===== config.mk =====
export PLATFORM = sky130hd
export DESIGN_NAME = ssd_scan_ctrl
export DESIGN_NICKNAME = d
export VERILOG_FILES = /design/src/rtl/ssd_scan_ctrl.sv
export SDC_FILE = /design/constraint.sdc
export NUM_CORES = 1
export LEC_CHECK = 0
export BUFFER_PORTS_ARGS = -buffer_cell sky130_fd_sc_hd__buf_2
export CORE_ASPECT_RATIO = 0.75
export CORE_UTILIZATION = 25
export DETAILED_ROUTE_END_ITERATION = 6
export GPL_ROUTABILITY_DRIVEN = 0
export PLACE_DENSITY = 0.44
export SYNTH_ARGS = -nofsm -noshare
export SYNTH_HDL_FRONTEND = slang
export SYNTH_SLANG_ARGS = --single-unit
export TNS_END_PERCENT = 50

===== constraint.sdc =====
create_clock -name clk -period 3.4 [get_ports clk]
set_input_delay 0.51 -clock clk [delete_from_list [all_inputs] [get_ports clk]]
set_output_delay 0.51 -clock clk [all_outputs]
set_load 0.005 [all_outputs]

===== src/rtl/ssd_scan_ctrl.sv =====
// ssd_scan_ctrl: time-multiplexed scan controller for a common-anode, N-digit
// seven-segment display.
//
// A value arrives through a valid/ready handshake into a one-entry pending
// buffer. It moves into the display register only while idle or at a frame
// boundary, so a frame never mixes old and new digits. Each digit slot has a
// blanking interval followed by a drive interval.
//
// Ports:
//   clk          system clock
//   rst          asynchronous active-high reset
//   en           scan enable (0 forces idle)
//   value_i      hex value, nibble k drives digit k (digit 0 least significant)
//   value_valid  value_i valid
//   value_ready  pending buffer empty (registered)
//   frame_done   one-cycle pulse on the last drive cycle of the last digit
//   digit_an     active-low one-hot digit enable
//   hex_o        nibble for the current digit, to the 7-segment decoder
//   blank_o      1 = segments off
//
// Optional feature macro: SSD_LEADING_ZERO_BLANK_EN
//   When defined, digits above 0 whose nibble and all higher nibbles are zero
//   stay dark for their whole drive interval.
module ssd_scan_ctrl #(
  parameter int unsigned N_DIGITS     = 4,
  parameter int unsigned SLOT_CYCLES  = 1000,
  parameter int unsigned BLANK_CYCLES = 16
) (
  input  logic                  clk,
  input  logic                  rst,
  input  logic                  en,
  input  logic [4*N_DIGITS-1:0] value_i,
  input  logic                  value_valid,
  output logic                  value_ready,
  output logic                  frame_done,
  output logic [N_DIGITS-1:0]   digit_an,
  output logic [3:0]            hex_o,
  output logic                  blank_o
);

  localparam int unsigned CW = $clog2(SLOT_CYCLES);
  localparam int unsigned IW = $clog2(N_DIGITS);

  localparam logic [CW-1:0] BlankLast = CW'(BLANK_CYCLES - 1);
  localparam logic [CW-1:0] SlotLast  = CW'(SLOT_CYCLES - 1);
  localparam logic [IW-1:0] IdxLast   = IW'(N_DIGITS - 1);

  typedef enum logic [1:0] {StIdle, StBlank, StDrive} state_e;

  state_e                state_q, state_d;
  logic [CW-1:0]         cnt_q, cnt_d;
  logic [IW-1:0]         idx_q, idx_d;
  logic [4*N_DIGITS-1:0] disp_q, disp_d;
  logic [4*N_DIGITS-1:0] pend_q, pend_d;
  logic                  pend_full_q, pend_full_d;

  logic                  accept;
  logic                  transfer;
  logic [3:0]            nib;
  logic                  dark;

  logic [N_DIGITS-1:0]   an_d;
  logic [3:0]            hex_d;
  logic                  blank_d;
  logic                  fd_d;

  assign accept   = value_valid && value_ready;
  // frame_done is high during the boundary cycle, so the load lands on the
  // same edge that starts digit 0 of the next frame.
  assign transfer = pend_full_q && ((state_q == StIdle) || frame_done);

  // Scan sequencing. The slot counter runs 0..SLOT_CYCLES-1 across blank and
  // drive; the blank/drive split is decided by comparing against BlankLast.
  always_comb begin
    state_d = state_q;
    cnt_d   = cnt_q;
    idx_d   = idx_q;
    if (!en) begin
      state_d = StIdle;
      cnt_d   = '0;
      idx_d   = '0;
    end else begin
      unique case (state_q)
        StIdle: begin
          state_d = StBlank;
          cnt_d   = '0;
          idx_d   = '0;
        end
        StBlank: begin
          cnt_d = cnt_q + CW'(1);
          if (cnt_q == BlankLast) state_d = StDrive;
        end
        StDrive: begin
          if (cnt_q == SlotLast) begin
            state_d = StBlank;
            cnt_d   = '0;
            idx_d   = (idx_q == IdxLast) ? '0 : idx_q + IW'(1);
          end else begin
            cnt_d = cnt_q + CW'(1);
          end
        end
        default: begin
          state_d = StIdle;
          cnt_d   = '0;
          idx_d   = '0;
        end
      endcase
    end
  end

  // Pending buffer and display register.
  always_comb begin
    pend_d      = pend_q;
    pend_full_d = pend_full_q;
    disp_d      = disp_q;
    if (transfer) begin
      disp_d      = pend_q;
      pend_full_d = 1'b0;
    end
    // Never coincides with transfer: ready is low while pending is full.
    if (accept) begin
      pend_d      = value_i;
      pend_full_d = 1'b1;
    end
  end

  // Nibble of the digit being entered, taken from the next display value so a
  // boundary load is shown from the first cycle of the new frame.
  always_comb begin
    nib = 4'h0;
    for (int k = 0; k < N_DIGITS; k++) begin
      if (idx_d == IW'(k)) nib = disp_d[4*k +: 4];
    end
  end

`ifdef SSD_LEADING_ZERO_BLANK_EN
  logic [N_DIGITS-1:0] lead_zero;

  // lead_zero[k]: nibble k and every nibble above it are zero.
  always_comb begin
    lead_zero             = '0;
    lead_zero[N_DIGITS-1] = (disp_d[4*(N_DIGITS-1) +: 4] == 4'h0);
    for (int k = N_DIGITS - 2; k >= 0; k--) begin
      lead_zero[k] = lead_zero[k+1] && (disp_d[4*k +: 4] == 4'h0);
    end
    dark = 1'b0;
    for (int k = 1; k < N_DIGITS; k++) begin
      if (idx_d == IW'(k)) dark = lead_zero[k];
    end
  end
`else
  assign dark = 1'b0;
`endif

  // Output values for the state being entered; registered below.
  always_comb begin
    an_d    = '1;
    hex_d   = 4'h0;
    blank_d = 1'b1;
    fd_d    = 1'b0;
    unique case (state_d)
      StIdle: ;
      StBlank: hex_d = nib;
      StDrive: begin
        hex_d = nib;
        fd_d  = (idx_d == IdxLast) && (cnt_d == SlotLast);
        if (!dark) begin
          blank_d = 1'b0;
          for (int k = 0; k < N_DIGITS; k++) begin
            if (idx_d == IW'(k)) an_d[k] = 1'b0;
          end
        end
      end
      default: ;
    endcase
  end

  always_ff @(posedge clk or posedge rst) begin
    if (rst) begin
      state_q     <= StIdle;
      cnt_q       <= '0;
      idx_q       <= '0;
      disp_q      <= '0;
      pend_q      <= '0;
      pend_full_q <= 1'b0;
      value_ready <= 1'b1;
      frame_done  <= 1'b0;
      digit_an    <= '1;
      hex_o       <= 4'h0;
      blank_o     <= 1'b1;
    end else begin
      state_q     <= state_d;
      cnt_q       <= cnt_d;
      idx_q       <= idx_d;
      disp_q      <= disp_d;
      pend_q      <= pend_d;
      pend_full_q <= pend_full_d;
      value_ready <= ~pend_full_d;
      frame_done  <= fd_d;
      digit_an    <= an_d;
      hex_o       <= hex_d;
      blank_o     <= blank_d;
    end
  end

endmodule


# == Word-level counts from Yosys, hierarchy flattened ==
# Cells that the tools add are included.
# totals
register_bits,58
inputBits,20
wordCells,58
# classes
add_sub_neg,2
n_eq_ne,11
mux,26
bitwise_logic,1
reduce_logical,7
# op_table
operator,n
4-bit two-way mux,6
"10-bit == test, second input constant",2
10-bit two-way mux,2
10-bit one-hot mux with 2 select lines,1
16-bit two-way mux,1
2-bit two-way mux,6
"10-bit by 1-bit adder with 10-bit output, second input constant",1
"10-bit by 4-bit == test with 1-bit output, second input constant",1
"2-bit == test, second input constant",5
1-bit two-way mux,8
"2-bit by 1-bit == test with 1-bit output, second input constant",3
2-bit one-hot mux with 3 select lines,1
2-bit zero test,2
2-bit one-hot mux with 2 select lines,1
1-bit logical AND,3
"2-bit by 1-bit adder with 2-bit output, second input constant",1
2-bit OR reduction,1
1-bit logical OR,1
1-bit inverter,1

# == Depth between registers and ports, before layout ==
# depth
ltp_word,11
mapped_depth,10
mapped_depth_nobuf,10

# == Worst setup path before layout ==
# No wires, ideal clock.
# synth_path
kind,reg-to-reg
startpoint,register cnt_q[7]
endpoint,register hex_o[2]
setup_ps,87
arrival_time_ps,2571
setup_slack_ps,743
stages_incl_launch_ff,10
n_path_buf,1
period_less_slack_ps,2657
path_cell_list,dfrtp_1 > buf_6 > or4_1 > or4_1 > a21bo_1 > a21boi_1 > ha_1 > nand2b_1 > or4_1 > o211ai_1
# synth_rtl
element,line,text
"start, declared",51,"logic [CW-1:0] cnt_q, cnt_d;"
"start signal, assigned",193,cnt_q <= cnt_d;
10-bit == test or 10-bit by 4-bit == test with 1-bit output (tied branches),"94, 91",
"2-bit two-way mux, on equally long branches","94, 91",
2-bit one-hot mux with 3 select lines *,83,unique case (state_q)
2-bit two-way mux *,78,if (!en) begin
via state_d[1],50,"state_e state_q, state_d;"
2-bit == test or 2-bit by 1-bit == test with 1-bit output (tied branches),161,unique case (state_d)
2-bit OR reduction (no line) *,--,
4-bit two-way mux *,161,
via hex_d[2],63,logic [3:0] hex_d;
"end signal, assigned",189,hex_o <= 4'h0;
"end signal, assigned",201,hex_o <= hex_d;
"end, declared",37,"output logic [3:0] hex_o,"
# The timed path passes the listed nets; every way through them passes the cells marked *.
# A chain may end at the register's enable or synchronous reset.

# == Worst setup path in the final report ==
# layout_path
startpoint,register cnt_q[7]
endpoint,register hex_o[3]
# The elaborated chain is that of the path after synthesis.

==> summary.txt <==
DIE AREA = 11300 um^2
Top FF cell, synth = dfrtp_1
vias per cell = 4.37
most numerous cell in the Yosys netlist = dfrtp_1
Synth area leaders = dfrtp_1 48%, mux2_2 13%, dfstp_2 5.8%
cell taking the most area after synthesis = dfrtp_1
Seq/Total Area, Yosys = 0.539
fin crit period = 2870 ps
synthesis-to-layout area growth = 20.5%
Post-synth EDFFs = 0
Setup CP Type = reg2reg
port bufs = 30
Peak supply drop = 0.300 mV
Clock transition at path regs = 50 ps
power per standard cell area = 608 nW/um^2
Final nets = 275
# diodes = 0
cell row count = 32
All-Layer GR Usage = 0.106
share of cells above drive strength 1 = 0.379
Clock Skews = 7.14 ps
Wirelength per Cell = 13.6 um
number of warnings issued by yosys = 0
Starting Density = 0.260
Max clock buf depth = 2
ys async rst share = 1.00
Hold Crit Class = in2async
clk root buf = clkbuf_16
number of global-route vias before repair = 1677
FMAX = 0.348 GHz
Final Hold Viols = 0
largest net degree at the start of global routing = 32
CTS resizes = 0
Die X-Extent = 122 um
post-synth top area share = 0.480
Layout fillers = 1070
CTS Sinks = 58
Post-DP HPWL = 3780 um
hold buffers post-CTS = 0
unrepaired setup endpoints after global routing = no
top cells by count, synth = 52 x dfrtp_1, 32 x mux2_2, 14 x nor2_1
Post-Synthesis Cells = 212
Pleak = 1.39 nW
CP Capture Type = register
Worst Max-Slew Pin Slew = 732 ps
worst path required time = 3640 ps
Top Ports = 31
Tot Pwr = 1.98 mW
Netlist cell types = 44
synthesis-stage register bit count = 58
Post-CTS Setup Bufs = 0
CORE AREA = 10400 um^2
Max Slew Vio Count = 0
Vias = 1699
CTS tree = done
Clk Latency, worst-skew pair = 320 ps
Fin Setup TNS = 0 ps
Post-Syn Area = 2710 um^2
post-synthesis average cell area = 12.8 um^2
Critical Path Fanout Max = 9
Die H = 92.1 um
CTS Buf Count = 9
status = finished clean
Hold WS = 247 ps
drt drc = 0
total global routing overflow = 0
FF+latch area = 1460 um^2
CP Launch Type = register
Net Count, Synth = 239
final WL = 5290 um
First-pass DRT Iterations = 4
H-Tree Depth = 3
first-pass GRT wire length = 8740 um
Final ANT Viol Nets = 0
Max-slew headroom = 0.511
initial antenna violation count = 0
Setup Viol. Count Final = 0
Tcrit/Tclk final = 0.845
footprint of the multi-input gates = 1160 um^2
Max Cap Viol = 0
Arrival @ worst endpoint = 3110 ps
Iter 0 DRT Violations = 51
per-layer routing:
layer  up-vias  track usage  part of all wire
li1        824            -                 -
met1       836        0.152              0.55
met2        30        0.133              0.38
met3         9       0.0442             0.046
met4         0       0.0518             0.022
met5         -            0                 0
state kept, by name, indices dropped and copies added, names as in the netlist:
name / flops
value_ready: 1
hex_o: 4
idx_q: 2
disp_q: 16
pend_full_q: 1
cnt_q: 10
pend_q: 16
digit_an: 4
state_q: 2
blank_o: 1
frame_done: 1
through the flow:
step / util / instance area [um^2] / std cells / worst slack [ps]
after global routing: 0.313 / 3260 / 389 / 382
final: 0.313 / 3260 / 389 / 528
after detailed placement: 0.287 / 2990 / 373 / 549
after global placement: 0.287 / 2990 / 373 / 626
after CTS: 0.313 / 3260 / 389 / 536
after floorplan: - / 2710 / 212 / 743
critical path, cell delays in order (launching register included):
cell and delay, ps:
dfrtp_1 460, or4_1 480, or4_1 450, a21bo_1 210, a21boi_1 180, ha_1 330
nand2b_1 170, or4_1 410, o211ai_1 100
report_power, final:
| group | switching [mW] | leakage [nW] | internal, mW |
|---|---|---|---|
| Combinational | 0.129 | 0.542 | 0.156 |
| Sequential | 0.0466 | 0.712 | 0.834 |
| Clock | 0.292 | 0.139 | 0.528 |
| Total | 0.467 | 1.39 | 1.52 |
cells by family after synthesis:
kind of cell | synth area share
AOI/OAI and AO/OA | 0.0628
xor gates and xnor gates | 0.0259
muxes | 0.152
and+or+nand+nor | 0.157
DFF | 0.539
adders and majority gates | 0.0323
buffers and inverters | 0.0319
area by class of cell:
| cell class | count | area share |
|---|---|---|
| multi-input cells | 139 | 0.357 |
| inverters | 8 | 0.00920 |
| clock inverters | 3 | 0.00460 |
| well taps | 136 | 0.0521 |
| flip-flops and latches | 58 | 0.447 |
| repair buffers | 32 | 0.0506 |
| clock buffers | 13 | 0.0798 |
cell usage in the layout (no fill, tap or decap), types with 2 or more instances in the layout:
cell,count
dfrtp_1,52
mux2_2,32
buf_2,30
nor2_1,14
nand2_1,9
nand2b_1,9
clkbuf_16,9
inv_1,7
nand3_1,7
ha_1,7
or4_1,6
or3_1,6
dfstp_2,6
mux2i_1,5
xnor2_1,5
o211ai_1,4
nand4_1,3
a21oi_1,3
xor2_1,3
clkinv_2,3
a31oi_4,2
and2_1,2
clkbuf_1,2
clkbuf_8,2
buf_4,2
worst paths after layout:
kind                                to  depth (start not counted)         from  slack, ps
max in group asynchronous  value_ready                          3          rst       2290
setup reg to reg              hex_o[3]                          8     cnt_q[7]        530
hold / removal                hex_o[2]                          2          rst        250
hold reg to reg             disp_q[14]                          1   disp_q[14]        490
setup / recovery              hex_o[3]                          8     cnt_q[7]        530
min in group clk            pend_q[12]                          2  value_i[12]        420
No activity file was read; power rests on OpenSTA's default activity.
